<file path="config.mk">
export PLATFORM = sky130hd
export DESIGN_NAME = pad_debounce_sync_flat
export DESIGN_NICKNAME = d
export VERILOG_FILES = /design/src/rtl/pad_debounce_sync_if.sv /design/src/rtl/pad_debounce_sync.sv /design/src/flat_wrapper.sv
export SDC_FILE = /design/constraint.sdc
export NUM_CORES = 1
export LEC_CHECK = 0
export BUFFER_PORTS_ARGS = -buffer_cell sky130_fd_sc_hd__buf_2
export CAP_MARGIN = 20
export CORE_MARGIN = 8
export CORE_UTILIZATION = 54
export CTS_CLUSTER_SIZE = 24
export DETAILED_ROUTE_END_ITERATION = 12
export PLACE_DENSITY_LB_ADDON = 0.2
export SYNTH_ARGS = -nofsm -noshare
export SYNTH_HDL_FRONTEND = slang
export SYNTH_SLANG_ARGS = --single-unit
</file>
<file path="constraint.sdc">
create_clock -name clk -period 1.6 [get_ports clk]
set_input_delay 0.16 -clock clk [delete_from_list [all_inputs] [get_ports clk]]
set_output_delay 0.16 -clock clk [all_outputs]
set_load 0.01 [all_outputs]
</file>
<file path="src/rtl/pad_debounce_sync_if.sv">
// Pad conditioner bus: raw pad inputs in, debounced levels, edge pulses,
// stretched SoC reset and per-channel FSM debug state out.
//
// Handshake note: there is no valid/ready flow control on this bus. pad_i is
// sampled every clk edge; every output is a registered level that is valid on
// every cycle after the first clk edge with rst high.
interface pad_debounce_sync_if #(
    parameter int NCH = 3
);
    logic [NCH-1:0] pad_i;
    logic [NCH-1:0] level_o;
    logic [NCH-1:0] rise_o;
    logic [NCH-1:0] fall_o;
    logic           erst_n_o;
    logic [NCH-1:0] state_dbg_o;  // 1 = channel is in CHECK

    modport master (
        output pad_i,
        input  level_o, rise_o, fall_o, erst_n_o, state_dbg_o
    );

    modport slave (
        input  pad_i,
        output level_o, rise_o, fall_o, erst_n_o, state_dbg_o
    );
endinterface

</file>
<file path="src/rtl/pad_debounce_sync.sv">
// Board pad conditioner for the SoC: two-flop synchroniser, per-channel
// debounce FSM with registered rise/fall pulses, and a stretched active-low
// SoC reset derived from the masked debounced channels.
module pad_debounce_sync #(
    parameter int             NCH          = 3,
    parameter int             DEBOUNCE_CYC = 16000,
    parameter int             STRETCH_CYC  = 4096,
    parameter int             CNT_W        = 16,
    parameter logic [NCH-1:0] INIT_VAL     = 3'b111,
    parameter logic [NCH-1:0] RST_MASK     = 3'b011
) (
    input  logic                clk,
    input  logic                rst,
    pad_debounce_sync_if.slave  bus
);
    typedef enum logic {
        ST_STABLE = 1'b0,
        ST_CHECK  = 1'b1
    } state_t;

    localparam logic [CNT_W-1:0] DEB_LAST = CNT_W'(DEBOUNCE_CYC - 1);
    localparam logic [CNT_W-1:0] STR_LOAD = CNT_W'(STRETCH_CYC);
    localparam logic [CNT_W-1:0] CNT_ONE  = CNT_W'(1);

    logic [NCH-1:0] s1_q;
    logic [NCH-1:0] s2_q;
    logic [NCH-1:0] level_w;
    logic [NCH-1:0] rise_w;
    logic [NCH-1:0] fall_w;
    logic [NCH-1:0] check_w;

    // Two-flop synchroniser; the pads are asynchronous to clk.
    always_ff @(posedge clk) begin
        if (rst) begin
            s1_q <= INIT_VAL;
            s2_q <= INIT_VAL;
        end else begin
            s1_q <= bus.pad_i;
            s2_q <= s1_q;
        end
    end

    for (genvar g = 0; g < NCH; g++) begin : g_ch
        state_t           state_q, state_d;
        logic [CNT_W-1:0] cnt_q, cnt_d;
        logic             lvl_q, lvl_d;
        logic             rise_q, rise_d;
        logic             fall_q, fall_d;

        // Debounce state, counter, level and pulse registers.
        always_ff @(posedge clk) begin
            if (rst) begin
                state_q <= ST_STABLE;
                cnt_q   <= '0;
                lvl_q   <= INIT_VAL[g];
                rise_q  <= 1'b0;
                fall_q  <= 1'b0;
            end else begin
                state_q <= state_d;
                cnt_q   <= cnt_d;
                lvl_q   <= lvl_d;
                rise_q  <= rise_d;
                fall_q  <= fall_d;
            end
        end

        // Next state: the level flips only after DEBOUNCE_CYC consecutive
        // differing samples; any agreeing sample throws the run away.
        always_comb begin
            state_d = state_q;
            cnt_d   = cnt_q;
            lvl_d   = lvl_q;
            rise_d  = 1'b0;
            fall_d  = 1'b0;
            case (state_q)
                ST_STABLE: begin
                    if (s2_q[g] != lvl_q) begin
                        state_d = ST_CHECK;
                        cnt_d   = CNT_ONE;
                    end else begin
                        cnt_d   = '0;
                    end
                end
                ST_CHECK: begin
                    if (s2_q[g] == lvl_q) begin
                        state_d = ST_STABLE;
                        cnt_d   = '0;
                    end else if (cnt_q >= DEB_LAST) begin
                        state_d = ST_STABLE;
                        cnt_d   = '0;
                        lvl_d   = ~lvl_q;
                        rise_d  = ~lvl_q;
                        fall_d  = lvl_q;
                    end else begin
                        cnt_d   = cnt_q + CNT_ONE;
                    end
                end
                default: begin
                    state_d = ST_STABLE;
                    cnt_d   = '0;
                end
            endcase
        end

        assign level_w[g] = lvl_q;
        assign rise_w[g]  = rise_q;
        assign fall_w[g]  = fall_q;
        assign check_w[g] = (state_q == ST_CHECK);
    end

    logic [CNT_W-1:0] str_q, str_d;
    logic             erst_n_q, erst_n_d;
    logic             any_rst;

    assign any_rst = |(~level_w & RST_MASK);

    // Stretch counter and SoC reset output registers.
    always_ff @(posedge clk) begin
        if (rst) begin
            str_q    <= STR_LOAD;
            erst_n_q <= 1'b0;
        end else begin
            str_q    <= str_d;
            erst_n_q <= erst_n_d;
        end
    end

    // Hold erst_n low while any masked channel is low, then for STRETCH_CYC
    // more cycles; a new assertion during the countdown reloads it.
    always_comb begin
        str_d    = str_q;
        erst_n_d = erst_n_q;
        if (any_rst) begin
            str_d    = STR_LOAD;
            erst_n_d = 1'b0;
        end else if (str_q != '0) begin
            str_d    = str_q - CNT_ONE;
            erst_n_d = 1'b0;
        end else begin
            erst_n_d = 1'b1;
        end
    end

    assign bus.level_o     = level_w;
    assign bus.rise_o      = rise_w;
    assign bus.fall_o      = fall_w;
    assign bus.erst_n_o    = erst_n_q;
    assign bus.state_dbg_o = check_w;
endmodule

</file>
<file path="src/flat_wrapper.sv">
// flat-port wrapper written by rule: the top's interface ports become plain ports
module pad_debounce_sync_flat 
#(
    parameter int             NCH          = 3,
    parameter int             DEBOUNCE_CYC = 16000,
    parameter int             STRETCH_CYC  = 4096,
    parameter int             CNT_W        = 16,
    parameter logic [NCH-1:0] INIT_VAL     = 3'b111,
    parameter logic [NCH-1:0] RST_MASK     = 3'b011
)
  (clk, rst, bus_pad_i, bus_level_o, bus_rise_o, bus_fall_o, bus_erst_n_o, bus_state_dbg_o);
  pad_debounce_sync_if #(.NCH(NCH)) bus_i ();
  input  logic clk;
  input  logic rst;
  input wire logic [$bits(bus_i.pad_i)-1:0] bus_pad_i;
  output wire logic [$bits(bus_i.level_o)-1:0] bus_level_o;
  output wire logic [$bits(bus_i.rise_o)-1:0] bus_rise_o;
  output wire logic [$bits(bus_i.fall_o)-1:0] bus_fall_o;
  output wire logic [$bits(bus_i.erst_n_o)-1:0] bus_erst_n_o;
  output wire logic [$bits(bus_i.state_dbg_o)-1:0] bus_state_dbg_o;
  assign bus_i.pad_i = bus_pad_i;
  assign bus_level_o = bus_i.level_o;
  assign bus_rise_o = bus_i.rise_o;
  assign bus_fall_o = bus_i.fall_o;
  assign bus_erst_n_o = bus_i.erst_n_o;
  assign bus_state_dbg_o = bus_i.state_dbg_o;
  pad_debounce_sync #(.NCH(NCH), .DEBOUNCE_CYC(DEBOUNCE_CYC), .STRETCH_CYC(STRETCH_CYC), .CNT_W(CNT_W), .INIT_VAL(INIT_VAL), .RST_MASK(RST_MASK)) u_core (.clk(clk), .rst(rst), .bus(bus_i));
endmodule
</file>
==> results.sh <==
export IMPL_critical_path_max_fanout=7
export IMPL_hp_class="primary input to register"
export IMPL_max_freq_mhz=628.2
export IMPL_crit_slowest_cell="or4_4"
export IMPL_yosys_most_used_dff="dfxtp_1"
export IMPL_fin_util_pct=68.99
export IMPL_cts_max_level=3
export IMPL_reg2reg_depth=6
export IMPL_overflow=0
export IMPL_ctsLongestPathBuffers=2
export IMPL_critPathMaxStageDelay_ns=0.49
export IMPL_p_clk_share_pct=26.2
export IMPL_coreArea_um2=6350
export IMPL_grt_first_pass_wirelength_um=12210
export IMPL_syn_area_um2=3526
export IMPL_instances_no_fill=545
export IMPL_synthMuxAreaShare_pct=1.703
export IMPL_grt_pass1_vias=2849
export IMPL_end_kind="register"
export IMPL_start_util_pct=55.53
export IMPL_ios=18
export IMPL_grt_max_degree=16
export IMPL_post_drt_wl_per_cell_um=13.22
export IMPL_crit_buf_inv=1
export IMPL_critPathLaunchType="register"
export IMPL_worst_ep_arrival_time_ns=1.88
export IMPL_numClockSinks=83
export IMPL_final_cell_mix="dfxtp_1 (76), nor2_1 (53), buf_4 (48)"
export IMPL_p_switching_w=0.001927
export IMPL_synth_edf_count=0
export IMPL_stdcell_area_um2=4380
export IMPL_synth_xor_area_share_pct=8.446
export IMPL_antenna_found_initial=0
export IMPL_synth_top_family_by_area="simple AND/OR/NAND/NOR gates"
export IMPL_drtAntennaViolNets=0
export IMPL_route_vias_total=2895
export IMPL_place_hpwl_um=4821
export IMPL_clkTransAtPathRegs_ns=0.08
export IMPL_root_buffer="clkbuf_8"
export IMPL_critPathTopFamily="simple AND/OR/NAND/NOR gates"
export IMPL_die_height_um=96.81
export IMPL_synthArstFlopShare_pct=0
export IMPL_cp_cell_sequence="inv_2 -> ha_4 -> nor4b_4 -> and3_4 -> or4_4 -> a21oi_2"
export IMPL_drt_pass1_iterations=4
export IMPL_required_ns=1.89
export IMPL_num_fill_cells=499
export IMPL_syn_area_per_cell_um2=8.881
export IMPL_dpl_cell_area_um2=3990
export IMPL_diodes=0
export IMPL_ys_types=45
export IMPL_first_iter_violations=88
export IMPL_yosysSeqAreaShare_pct=47.13
export IMPL_rows=29
export IMPL_dpl_cell_count=524
export IMPL_drc=0
export IMPL_cts_buffers=9
export IMPL_min_to="u_core.g_ch[0].fall_q"
export IMPL_die_w_um=96.81
export IMPL_reg2reg_to="u_core.str_q[11]"
export IMPL_hold_start="rst"
export IMPL_maxCapViolCount=0
export IMPL_syn2layout_area_growth_pct=24.24
export IMPL_cellLeakagePower_nw=1.544
export IMPL_drive_gt1_share_pct=26.28
export IMPL_synthSimpleGateAreaFrac_pct=25.20
export IMPL_p_comb_share_pct=32.9
export IMPL_layout_commonest_cell="dfxtp_1"
export IMPL_final_hold_viol_count=0
export IMPL_placement_io_buffers=17
export IMPL_yosys_warnings=0
export IMPL_cts_tree="done"
export IMPL_power_frac_seq_pct=41.0
export IMPL_vias_per_cell=5.312
export IMPL_insertion_delay_ns=0.35
export IMPL_period_needed_ns=1.592
export IMPL_critPathKind="register to register"
export IMPL_fin_crit_sh_pct=99.50
export IMPL_ir_drop_v=0.001196
export IMPL_synth_compound_area_share_pct=10.29
export IMPL_synthCells=397
export IMPL_min_path_cells=2
export IMPL_slew_violations=0
export IMPL_finalHoldWorstSlack_ns=0.1994
export IMPL_setup_viol=0
export IMPL_worst_r2r_setup_slack_ns=0.008
export IMPL_p_sw_share_pct=32.64
export IMPL_synth_seq_cells=83
export IMPL_nets=473
export IMPL_track_usage_pct=15.23
export IMPL_rsz0062_at_grt="true"
export IMPL_status="finished, final reports clean"
export IMPL_r2r_start="u_core.str_q[1]"
export IMPL_gp_congestion=0.8146
export IMPL_wirelength_um=7207
export IMPL_p_per_area_nw_per_um2=1348
export IMPL_die_area_um2=9371
export IMPL_yosys_area_share_adder_pct=1.774
export IMPL_skew_ns=0.006957
export IMPL_intPower_w=0.003978
## cells in the mapped netlist (3+ instances only)
| library cell | number | area, µm² |
|---|---|---|
| nand4_1 | 5 | 31.28 |
| nor2_1 | 55 | 206.5 |
| buf_4 | 12 | 90.09 |
| nand2_1 | 26 | 97.59 |
| o21a_1 | 5 | 37.54 |
| nor3_1 | 20 | 100.1 |
| a31oi_1 | 3 | 18.77 |
| a21oi_1 | 16 | 80.08 |
| ha_1 | 5 | 62.56 |
| a21o_1 | 3 | 22.52 |
| a211o_1 | 4 | 35.03 |
| o21ai_0 | 9 | 45.04 |
| or4_1 | 3 | 22.52 |
| and3_1 | 3 | 18.77 |
| inv_1 | 14 | 52.55 |
| a2111o_1 | 3 | 33.78 |
| nand3_1 | 25 | 125.1 |
| xnor2_1 | 28 | 245.2 |
| mux2i_1 | 6 | 60.06 |
| xor2_1 | 6 | 52.55 |
| buf_2 | 4 | 20.02 |
| dfxtp_1 | 83 | 1662 |
| nor4_1 | 13 | 81.33 |
| nand2b_1 | 10 | 62.56 |
| and2_1 | 4 | 25.02 |
| clkbuf_1 | 4 | 15.01 |
| or2_2 | 7 | 43.79 |
## what timing repair did
action                                 CTS  global route
endpoints found under the hold margin    3             0
hold buffers                             3             0
setup buffers                            0             1
resized for setup                        4            34
pin swaps                                4            12
setup endpoints to repair               18            44
cloned                                   2             0
## registers in the layout, summed over array words and instances (netlist names)
register and flops:
u_core.g_ch.fall_q 3, u_core.s1_q 3, u_core.s2_q 3, u_core.g_ch.cnt_q 48, u_core.g_ch.rise_q 3, u_core.str_q 16, u_core.g_ch.lvl_q 3, u_core.g_ch.state_q 3
u_core.bus.erst_n_o 1
## metal layers
metal	share of wire [%]	vias up	global-route usage, %
li1	-	1501	-
met1	46	1352	17.40
met2	50	35	25.94
met3	3.5	7	5.050
met4	0.85	0	5.089
met5	0	-	0
## worst reg2reg max path: stages, from the launching register on
cell,delay [ns]
dfxtp_2,0.36
inv_2,0.06
ha_4,0.15
nor4b_4,0.13
and3_4,0.23
or4_4,0.49
a21oi_2,0.11
## worst max-delay path by stage
stage / start / to / slack [ns] / cells after the start
floorplan: u_core.str_q[0] / u_core.str_q[5] / 0.02 / 7
global placement: u_core.g_ch[0].cnt_q[14] / u_core.g_ch[0].cnt_q[4] / -0.01 / 5
detailed placement: u_core.g_ch[0].cnt_q[14] / u_core.g_ch[0].cnt_q[11] / -0.06 / 5
CTS: u_core.str_q[2] / u_core.str_q[5] / -0.007 / 5
global route: u_core.str_q[1] / u_core.str_q[8] / -0.07 / 7
finish: u_core.str_q[1] / u_core.str_q[11] / 0.008 / 6
## cells by family (layout without fill, tap and decap cells)
logic type / after synthesis / in the layout
and+or+nand+nor: 179 / 180
DFF: 83 / 83
AOI/OAI and AO/OA: 54 / 55
buffers and inverters: 35 / 99
xor gates and xnor gates: 34 / 34
muxes: 6 / 6
adders and majority gates: 5 / 5
other: 1 / 6
## layout make-up
class	instances	area, µm²	share of cell area [%]
clock buffers	13	158.9	3.628
inverters	14	52.55	1.200
multi-input cells	286	1869	42.67
clock inverters	3	46.29	1.057
repair buffers	69	486.7	11.11
well taps	77	96.34	2.199
flip-flops and latches	83	1670	38.13
## power groups by stage
stage	clock (W)	sequential, W	combinational, W
3_3_place_gp	0	0.00243	0.00164
5_1_grt	0.00167	0.00244	0.00212
6_report	0.00154	0.00242	0.00194
4_1_cts	0.00158	0.00239	0.00179
3_5_place_dp	0	0.00244	0.00167
2_1_floorplan	0	0.00244	0.000983
## per-stage QoR
step | setup slack [ns] | setup TNS, ns | power (W)
6_report | 0.008049 | 0 | 0.005906
5_1_grt | -0.06883 | -0.3827 | 0.006234
4_1_cts | -0.006796 | -0.006796 | 0.005764
3_5_place_dp | -0.06471 | -0.6174 | 0.004111
3_3_place_gp | -0.01216 | -0.09348 | 0.004073
2_1_floorplan | 0.01506 | 0 | 0.003424
Note: power is estimated with default switching activity, not from simulation.
